### src/rtl/ram_4kx32_ctrl_pkg.sv
// Shared types and default geometry for the 4K x 32 RAM burst controller.
package ram_ctrl_pkg;

  localparam int DEPTH_DEF      = 4096;
  localparam int ADDR_WIDTH_DEF = 12;
  localparam int WIDTH_DEF      = 32;

  // Burst controller states.
  typedef enum logic [2:0] {
    IDLE,
    WRITE,
    READ,
    DRAIN,
    FIN
  } state_t;

endpackage

### src/rtl/ram_4kx32_ctrl_if.sv
// Command, write-stream and read-stream handshakes of the RAM burst controller.
interface ram_ctrl_if
  import ram_ctrl_pkg::*;
#(
  parameter int ADDR_WIDTH = ADDR_WIDTH_DEF,
  parameter int WIDTH      = WIDTH_DEF
) ();

  // Burst command.
  logic                  cmd_valid;
  logic                  cmd_ready;
  logic                  cmd_write;
  logic [ADDR_WIDTH-1:0] cmd_addr;
  logic [ADDR_WIDTH:0]   cmd_len;

  // Write stream into the controller.
  logic [WIDTH-1:0]      wr_data;
  logic                  wr_valid;
  logic                  wr_ready;

  // Read stream out of the controller.
  logic [WIDTH-1:0]      rd_data;
  logic                  rd_valid;
  logic                  rd_ready;

  // Requester side: issues commands, supplies write words, consumes read words.
  modport master (
    output cmd_valid, cmd_write, cmd_addr, cmd_len,
    output wr_data, wr_valid,
    output rd_ready,
    input  cmd_ready, wr_ready, rd_data, rd_valid
  );

  // Controller side.
  modport slave (
    input  cmd_valid, cmd_write, cmd_addr, cmd_len,
    input  wr_data, wr_valid,
    input  rd_ready,
    output cmd_ready, wr_ready, rd_data, rd_valid
  );

endinterface

### src/rtl/ram_4kx32_ctrl_rd_skid_buf.sv
// Two-entry FIFO that catches registered RAM read data so the read stream
// can stall without losing words already in flight.
module rd_skid_buf #(
  parameter int WIDTH = 32
) (
  input  logic             clk,
  input  logic             rst_n,
  input  logic             push,
  input  logic [WIDTH-1:0] push_data,
  input  logic             pop,
  output logic [WIDTH-1:0] head_data,
  output logic             head_valid,
  output logic [1:0]       count
);

  logic [WIDTH-1:0] mem_q [2];
  logic             wr_ptr_q;
  logic             rd_ptr_q;
  logic [1:0]       count_q;
  logic             push_en;
  logic             pop_en;

  // A pop on an empty buffer is ignored; a push into a full buffer is only
  // taken when a pop frees a slot in the same cycle.
  assign pop_en  = pop && (count_q != 2'd0);
  assign push_en = push && ((count_q != 2'd2) || pop_en);

  // Pointer and occupancy bookkeeping.
  // NOTE: sequential state is assigned with <= so every flop samples pre-edge values.
  always_ff @(posedge clk or negedge rst_n) begin
    if (!rst_n) begin
      wr_ptr_q <= 1'b0;
      rd_ptr_q <= 1'b0;
      count_q  <= 2'd0;
    end else begin
      if (push_en) wr_ptr_q <= ~wr_ptr_q;
      if (pop_en)  rd_ptr_q <= ~rd_ptr_q;
      count_q <= count_q + 2'(push_en) - 2'(pop_en);
    end
  end

  // Data storage written on push.
  // NOTE: storage is deliberately not reset; the count gates whether it is valid.
  always_ff @(posedge clk) begin
    if (push_en) mem_q[wr_ptr_q] <= push_data;
  end

  assign head_data  = mem_q[rd_ptr_q];
  assign head_valid = (count_q != 2'd0);
  assign count      = count_q;

endmodule

### src/rtl/ram_4kx32_ctrl.sv
// Burst controller in front of a single-port synchronous RAM with a one-cycle
// registered read. Write bursts stream straight into the RAM; read bursts
// issue addresses as fast as a two-entry skid buffer can absorb the data.
module ram_4kx32_ctrl
  import ram_ctrl_pkg::*;
#(
  parameter int DEPTH      = DEPTH_DEF,
  parameter int ADDR_WIDTH = ADDR_WIDTH_DEF,
  parameter int WIDTH      = WIDTH_DEF
) (
  input  logic                  clk,
  input  logic                  rst_n,
  ram_ctrl_if.slave             bus,
  output logic [ADDR_WIDTH-1:0] ram_addr,
  output logic                  ram_we,
  output logic [WIDTH-1:0]      ram_wdata,
  input  logic [WIDTH-1:0]      ram_rdata,
  output logic                  busy,
  output logic                  done
);

  localparam logic [ADDR_WIDTH-1:0] LAST_ADDR = ADDR_WIDTH'(DEPTH - 1);
  localparam logic [ADDR_WIDTH:0]   LEN_ONE   = (ADDR_WIDTH + 1)'(1);

  // Address increment that wraps at the top of the attached RAM.
  function automatic logic [ADDR_WIDTH-1:0] next_addr(input logic [ADDR_WIDTH-1:0] a);
    return (a == LAST_ADDR) ? '0 : a + ADDR_WIDTH'(1);
  endfunction

  state_t                state_q;
  logic [ADDR_WIDTH-1:0] addr_q;      // next RAM address to write or issue
  logic [ADDR_WIDTH:0]   rem_q;       // words still to write or issue
  logic                  inflight_q;  // a read was issued last cycle; its data lands now
  logic [1:0]            buf_count;
  logic                  wr_take;
  logic                  pop;
  logic                  issue;
  logic [2:0]            occ;

  assign wr_take = (state_q == WRITE) && bus.wr_valid;
  assign pop     = bus.rd_valid && bus.rd_ready;

  // Buffer slots committed after this cycle: words held plus the one landing
  // now, minus the one leaving. Counting the pop keeps 1 word/cycle with the
  // consumer always ready while never committing more than two slots.
  assign occ   = {1'b0, buf_count} + {2'b0, inflight_q} - {2'b0, pop};
  assign issue = (state_q == READ) && (occ < 3'd2);

  // Burst sequencing: command capture, per-word address/count update, exit.
  always_ff @(posedge clk or negedge rst_n) begin
    if (!rst_n) begin
      state_q    <= IDLE;
      addr_q     <= '0;
      rem_q      <= '0;
      inflight_q <= 1'b0;
    end else begin
      inflight_q <= issue;
      case (state_q)
        IDLE: begin
          if (bus.cmd_valid) begin
            addr_q <= bus.cmd_addr;
            rem_q  <= bus.cmd_len;
            if (bus.cmd_len == '0)  state_q <= FIN;
            else if (bus.cmd_write) state_q <= WRITE;
            else                    state_q <= READ;
          end
        end
        WRITE: begin
          if (wr_take) begin
            addr_q <= next_addr(addr_q);
            rem_q  <= rem_q - LEN_ONE;
            if (rem_q == LEN_ONE) state_q <= FIN;
          end
        end
        READ: begin
          if (issue) begin
            addr_q <= next_addr(addr_q);
            rem_q  <= rem_q - LEN_ONE;
            if (rem_q == LEN_ONE) state_q <= DRAIN;
          end
        end
        DRAIN: begin
          // Last word leaves when it is the only one held and nothing lands.
          if (pop && (buf_count == 2'd1) && !inflight_q) state_q <= FIN;
        end
        FIN:     state_q <= IDLE;
        default: state_q <= IDLE;
      endcase
    end
  end

  rd_skid_buf #(
    .WIDTH (WIDTH)
  ) u_rd_buf (
    .clk        (clk),
    .rst_n      (rst_n),
    .push       (inflight_q),
    .push_data  (ram_rdata),
    .pop        (pop),
    .head_data  (bus.rd_data),
    .head_valid (bus.rd_valid),
    .count      (buf_count)
  );

  // Handshake and status outputs decode the state register directly; only
  // the RAM write strobe and data follow the write stream in the same cycle.
  assign bus.cmd_ready = (state_q == IDLE);
  assign bus.wr_ready  = (state_q == WRITE);
  assign ram_addr      = addr_q;
  assign ram_we        = wr_take;
  assign ram_wdata     = (state_q == WRITE) ? bus.wr_data : '0;
  assign busy          = (state_q == WRITE) || (state_q == READ) || (state_q == DRAIN);
  assign done          = (state_q == FIN);

endmodule

### src/flat_wrapper.sv
// flat-port wrapper written by rule: the top's interface ports become plain ports
module ram_4kx32_ctrl_flat import ram_ctrl_pkg::*;
#(
  parameter int DEPTH      = DEPTH_DEF,
  parameter int ADDR_WIDTH = ADDR_WIDTH_DEF,
  parameter int WIDTH      = WIDTH_DEF
)
  (clk, rst_n, ram_addr, ram_we, ram_wdata, ram_rdata, busy, done, bus_cmd_valid, bus_cmd_write, bus_cmd_addr, bus_cmd_len, bus_wr_data, bus_wr_valid, bus_rd_ready, bus_cmd_ready, bus_wr_ready, bus_rd_data, bus_rd_valid);
  ram_ctrl_if #(.ADDR_WIDTH(ADDR_WIDTH), .WIDTH(WIDTH)) bus_i ();
  input  logic clk;
  input  logic rst_n;
  output logic [ADDR_WIDTH-1:0] ram_addr;
  output logic ram_we;
  output logic [WIDTH-1:0] ram_wdata;
  input  logic [WIDTH-1:0] ram_rdata;
  output logic busy;
  output logic done;
  input wire logic [$bits(bus_i.cmd_valid)-1:0] bus_cmd_valid;
  input wire logic [$bits(bus_i.cmd_write)-1:0] bus_cmd_write;
  input wire logic [$bits(bus_i.cmd_addr)-1:0] bus_cmd_addr;
  input wire logic [$bits(bus_i.cmd_len)-1:0] bus_cmd_len;
  input wire logic [$bits(bus_i.wr_data)-1:0] bus_wr_data;
  input wire logic [$bits(bus_i.wr_valid)-1:0] bus_wr_valid;
  input wire logic [$bits(bus_i.rd_ready)-1:0] bus_rd_ready;
  output wire logic [$bits(bus_i.cmd_ready)-1:0] bus_cmd_ready;
  output wire logic [$bits(bus_i.wr_ready)-1:0] bus_wr_ready;
  output wire logic [$bits(bus_i.rd_data)-1:0] bus_rd_data;
  output wire logic [$bits(bus_i.rd_valid)-1:0] bus_rd_valid;
  assign bus_i.cmd_valid = bus_cmd_valid;
  assign bus_i.cmd_write = bus_cmd_write;
  assign bus_i.cmd_addr = bus_cmd_addr;
  assign bus_i.cmd_len = bus_cmd_len;
  assign bus_i.wr_data = bus_wr_data;
  assign bus_i.wr_valid = bus_wr_valid;
  assign bus_i.rd_ready = bus_rd_ready;
  assign bus_cmd_ready = bus_i.cmd_ready;
  assign bus_wr_ready = bus_i.wr_ready;
  assign bus_rd_data = bus_i.rd_data;
  assign bus_rd_valid = bus_i.rd_valid;
  ram_4kx32_ctrl #(.DEPTH(DEPTH), .ADDR_WIDTH(ADDR_WIDTH), .WIDTH(WIDTH)) u_core (.clk(clk), .rst_n(rst_n), .bus(bus_i), .ram_addr(ram_addr), .ram_we(ram_we), .ram_wdata(ram_wdata), .ram_rdata(ram_rdata), .busy(busy), .done(done));
endmodule
### config.mk
export PLATFORM = sky130hd
export DESIGN_NAME = ram_4kx32_ctrl_flat
export DESIGN_NICKNAME = d
export VERILOG_FILES = /design/src/rtl/ram_4kx32_ctrl_pkg.sv /design/src/rtl/ram_4kx32_ctrl_if.sv /design/src/rtl/ram_4kx32_ctrl_rd_skid_buf.sv /design/src/rtl/ram_4kx32_ctrl.sv /design/src/flat_wrapper.sv
export SDC_FILE = /design/constraint.sdc
export NUM_CORES = 1
export LEC_CHECK = 0
export ABC_CLOCK_PERIOD_IN_PS = 6040
export BUFFER_PORTS_ARGS = -buffer_cell sky130_fd_sc_hd__buf_4
export CAP_MARGIN = 20
export CELL_PAD_IN_SITES_DETAIL_PLACEMENT = 1
export CELL_PAD_IN_SITES_GLOBAL_PLACEMENT = 1
export CORE_AREA = 4 4 112 114
export CTS_BUF_LIST = sky130_fd_sc_hd__clkbuf_2 sky130_fd_sc_hd__clkbuf_4 sky130_fd_sc_hd__clkbuf_8
export DETAILED_ROUTE_END_ITERATION = 8
export DIE_AREA = 0 0 116 118
export PLACE_DENSITY = 0.95
export SLEW_MARGIN = 10
export SYNTH_ARGS = -nofsm -noshare
export SYNTH_HDL_FRONTEND = slang
export SYNTH_SLANG_ARGS = --single-unit
### constraint.sdc
create_clock -name clk -period 6.04 [get_ports clk]
set_input_delay 1.208 -clock clk [delete_from_list [all_inputs] [get_ports clk]]
set_output_delay 1.208 -clock clk [all_outputs]
set_load 0.03 [all_outputs]
==> reports/qor.yml <==
endpoint_kind: "flip-flop"
cts_setup_buffers: 0
worstMarginPinSlew_ps: 960
yosys.cell_count.top_type: "edfxtp_1"
rsz0062_at_grt: "false"
setup.worst_path.start: "bus_rd_ready"
drtPass1Iterations: 4
endpoint: "u_core.rem_q[12]"
root_buffer: "clkbuf_8"
core_um2: 11400
ios: 177
netlist_area_um2: 4790
power_uw: 3680
drive_gt1_share_pct: 42.7
yosys_warnings: 0
chipHeight_um: 118
synthTopCellsByCount: "edfxtp_1 (64), and3_1 (35), dfrtp_1 (33)"
antenna_left: 0
rr_worst_depth: 11
maxCapViolCount: 0
grt_pass1_wl_mm: 22.6
netlist.area_leader.share_pct: 40.1
r2r_slack_ps: 2560
synth-seq-area-share_pct: 57.4
rows: 39
grt_pass1_vias: 4258
synth-edff-count: 64
regToRegEndpoint: "u_core.rem_q[12]"
fin_nets: 675
crit_required_ps: 6330
port_buffers: 176
criticalPathCategory: "in2reg"
finalHoldViolCount: 0
initial_core_util_pct: 41.9
placedCellCount: 706
drv_slew: 0
tritoncts: "yes"
drc: 0
drt_iter0_markers: 240
final_cells: 722
clockPowerShare_pct: 13.2
finalCritPeriodShare_pct: 60.2
max_freq_ghz: 0.275
wl_mm: 14.4
p_switching_uw: 1730
fillers: 1261
synth_cell_types: 51
dieArea_um2: 13700
cts_buffer_depth: 2
worstSkewPairLatency_ps: 360
vias_per_cell: 5.53
synth_seq_cells: 97
finalSetupTns_ps: 0
r2r-start: "u_core.u_rd_buf.count[1]"
ys.flop_type: "edfxtp_1"
slew_headroom_pct: 36.0
arrival_ps: 3930
cp_max_fo: 35
ys_async_sr_fraction_pct: 34.0
worstHoldPathType: "reg2reg"
synth.top_cells.by_area: "edfxtp_1 (40%), dfrtp_1 (17%), mux2_2 (7.5%)"
synth_cells: 407
track_usage_pct: 20.7
internal_power_uw: 1960
wl_per_cell_um: 20.0
htree_levels: 3
num_antenna_cells: 0
routabilityCongestion: 0.794
die_w_um: 116
ctsResizeCount: 0
area_growth_pct: 35.3
numCtsBuffers: 9
min_period_ps: 3640
cts.clk_slew.worst_paths_ps: 90
pwr-share-comb_pct: 56.0
place_hpwl_mm: 10.4
synth_fp_nets: 508
synth_top_cell_by_area: "edfxtp_1"
via_count: 3996
p_sw_share_pct: 46.9
finClkSkew_ps: 15.5
grt_overflow: 0
final-setup-viol-count: 0
grt_antenna_before_repair: 0
p_leak_uw: 0.00275
hold_buffers: 0
status: "complete, no violations"
seq_power_share_pct: 30.8
start_kind: "input pin"
power.density_nw_per_um2: 568
peakVddDrop_uv: 350
synth_area_per_cell_um2: 11.8
clock-sinks: 97
grt_start_max_net_pins: 49
-- worst min path at each step --
stage | from | to | slack [ps] | cells past startpoint
floorplan | u_core.u_rd_buf.wr_ptr_q | u_core.u_rd_buf.wr_ptr_q | 470 | 1
global placement | u_core.u_rd_buf.rd_ptr_q | u_core.u_rd_buf.rd_ptr_q | 480 | 1
detailed placement | u_core.u_rd_buf.rd_ptr_q | u_core.u_rd_buf.rd_ptr_q | 490 | 1
CTS | u_core.u_rd_buf.rd_ptr_q | u_core.u_rd_buf.rd_ptr_q | 510 | 1
global route | u_core.u_rd_buf.rd_ptr_q | u_core.u_rd_buf.rd_ptr_q | 540 | 1
finish | u_core.u_rd_buf.rd_ptr_q | u_core.u_rd_buf.rd_ptr_q | 510 | 1
-- registers in the layout (all words and copies together) (netlist names) --
name,count
u_core.u_rd_buf.mem_q,64
u_core.inflight_q,1
u_core.u_rd_buf.count,2
u_core.rem_q,13
u_core.ram_addr,12
u_core.u_rd_buf.rd_ptr_q,1
u_core.state_q,3
u_core.u_rd_buf.wr_ptr_q,1
-- critical path, cell delays in order --
cell and delay (ps):
buf_4 130, nand2_1 120, inv_1 60, ha_1 260, nor2b_1 150, fa_1 470
nor4b_1 530, a2bb2oi_2 110, buf_4 260, or4_1 510, nand4_1 100
-- per-stage QoR --
stage	utilization, %	setup slack [ps]	area, um2	hold WS [ps]
floorplan	-	2480	4790	468
global placement	54.7	2210	6250	479
detailed placement	54.7	2020	6250	487
CTS	56.7	2400	6480	506
global route	56.7	2200	6480	539
finish	56.7	2400	6480	510
-- power by group through the flow --
stage                     Combinational, uW  Sequential, uW  Clock, uW
after floorplan                        1390            1110          0
after global placement                 1990            1110          0
after detailed placement               2070            1140          0
after CTS                              2080            1130        495
after global routing                   2230            1160        524
final                                  2060            1130        487
-- logic make-up (layout without fill, tap and decap cells) --
kind of cell,after synthesis,after routing,share of synthesized area [%]
simple gates,139,139,16.8
flops,97,97,57.4
mux,34,34,7.94
compound gates,82,82,11.6
buf+inv,43,215,3.40
xor+xnor,6,6,1.10
fa+ha+maj,6,6,1.72
-- per-layer routing --
metal	GRT usage [%]	part of all wire, %	wire (um)	up-vias
met2	35.9	51	7380	152
li1	-	-	-	1880
met3	5.04	7.3	1050	12
met4	3.63	0.64	92	0
met1	26.5	41	5890	1952
met5	0	0	0	-
-- layout by cell type, fill, tap and decap left out, types with 9 or more instances in the layout --
cell and n:
nand3_1 15, mux2_2 32, clkbuf_8 9, nand2_1 12, inv_1 15, nor3_1 12, and3_1 35, dfrtp_1 32
buf_4 184, o2bb2ai_1 12, nor2_1 16, o21ai_0 14, edfxtp_1 64, a21oi_1 23
-- cell type report --
| type | instances | area (um2) | area share [%] |
|---|---|---|---|
| clock inverters | 7 | 106 | 1.64 |
| inverters | 15 | 56.3 | 0.869 |
| flip-flops and latches | 97 | 2750 | 42.4 |
| repair buffers | 184 | 1380 | 21.3 |
| multi-input cells | 267 | 1880 | 29.1 |
| clock buffers | 9 | 124 | 1.91 |
| well taps | 143 | 179 | 2.76 |
No activity file was read; power rests on OpenSTA's default activity.
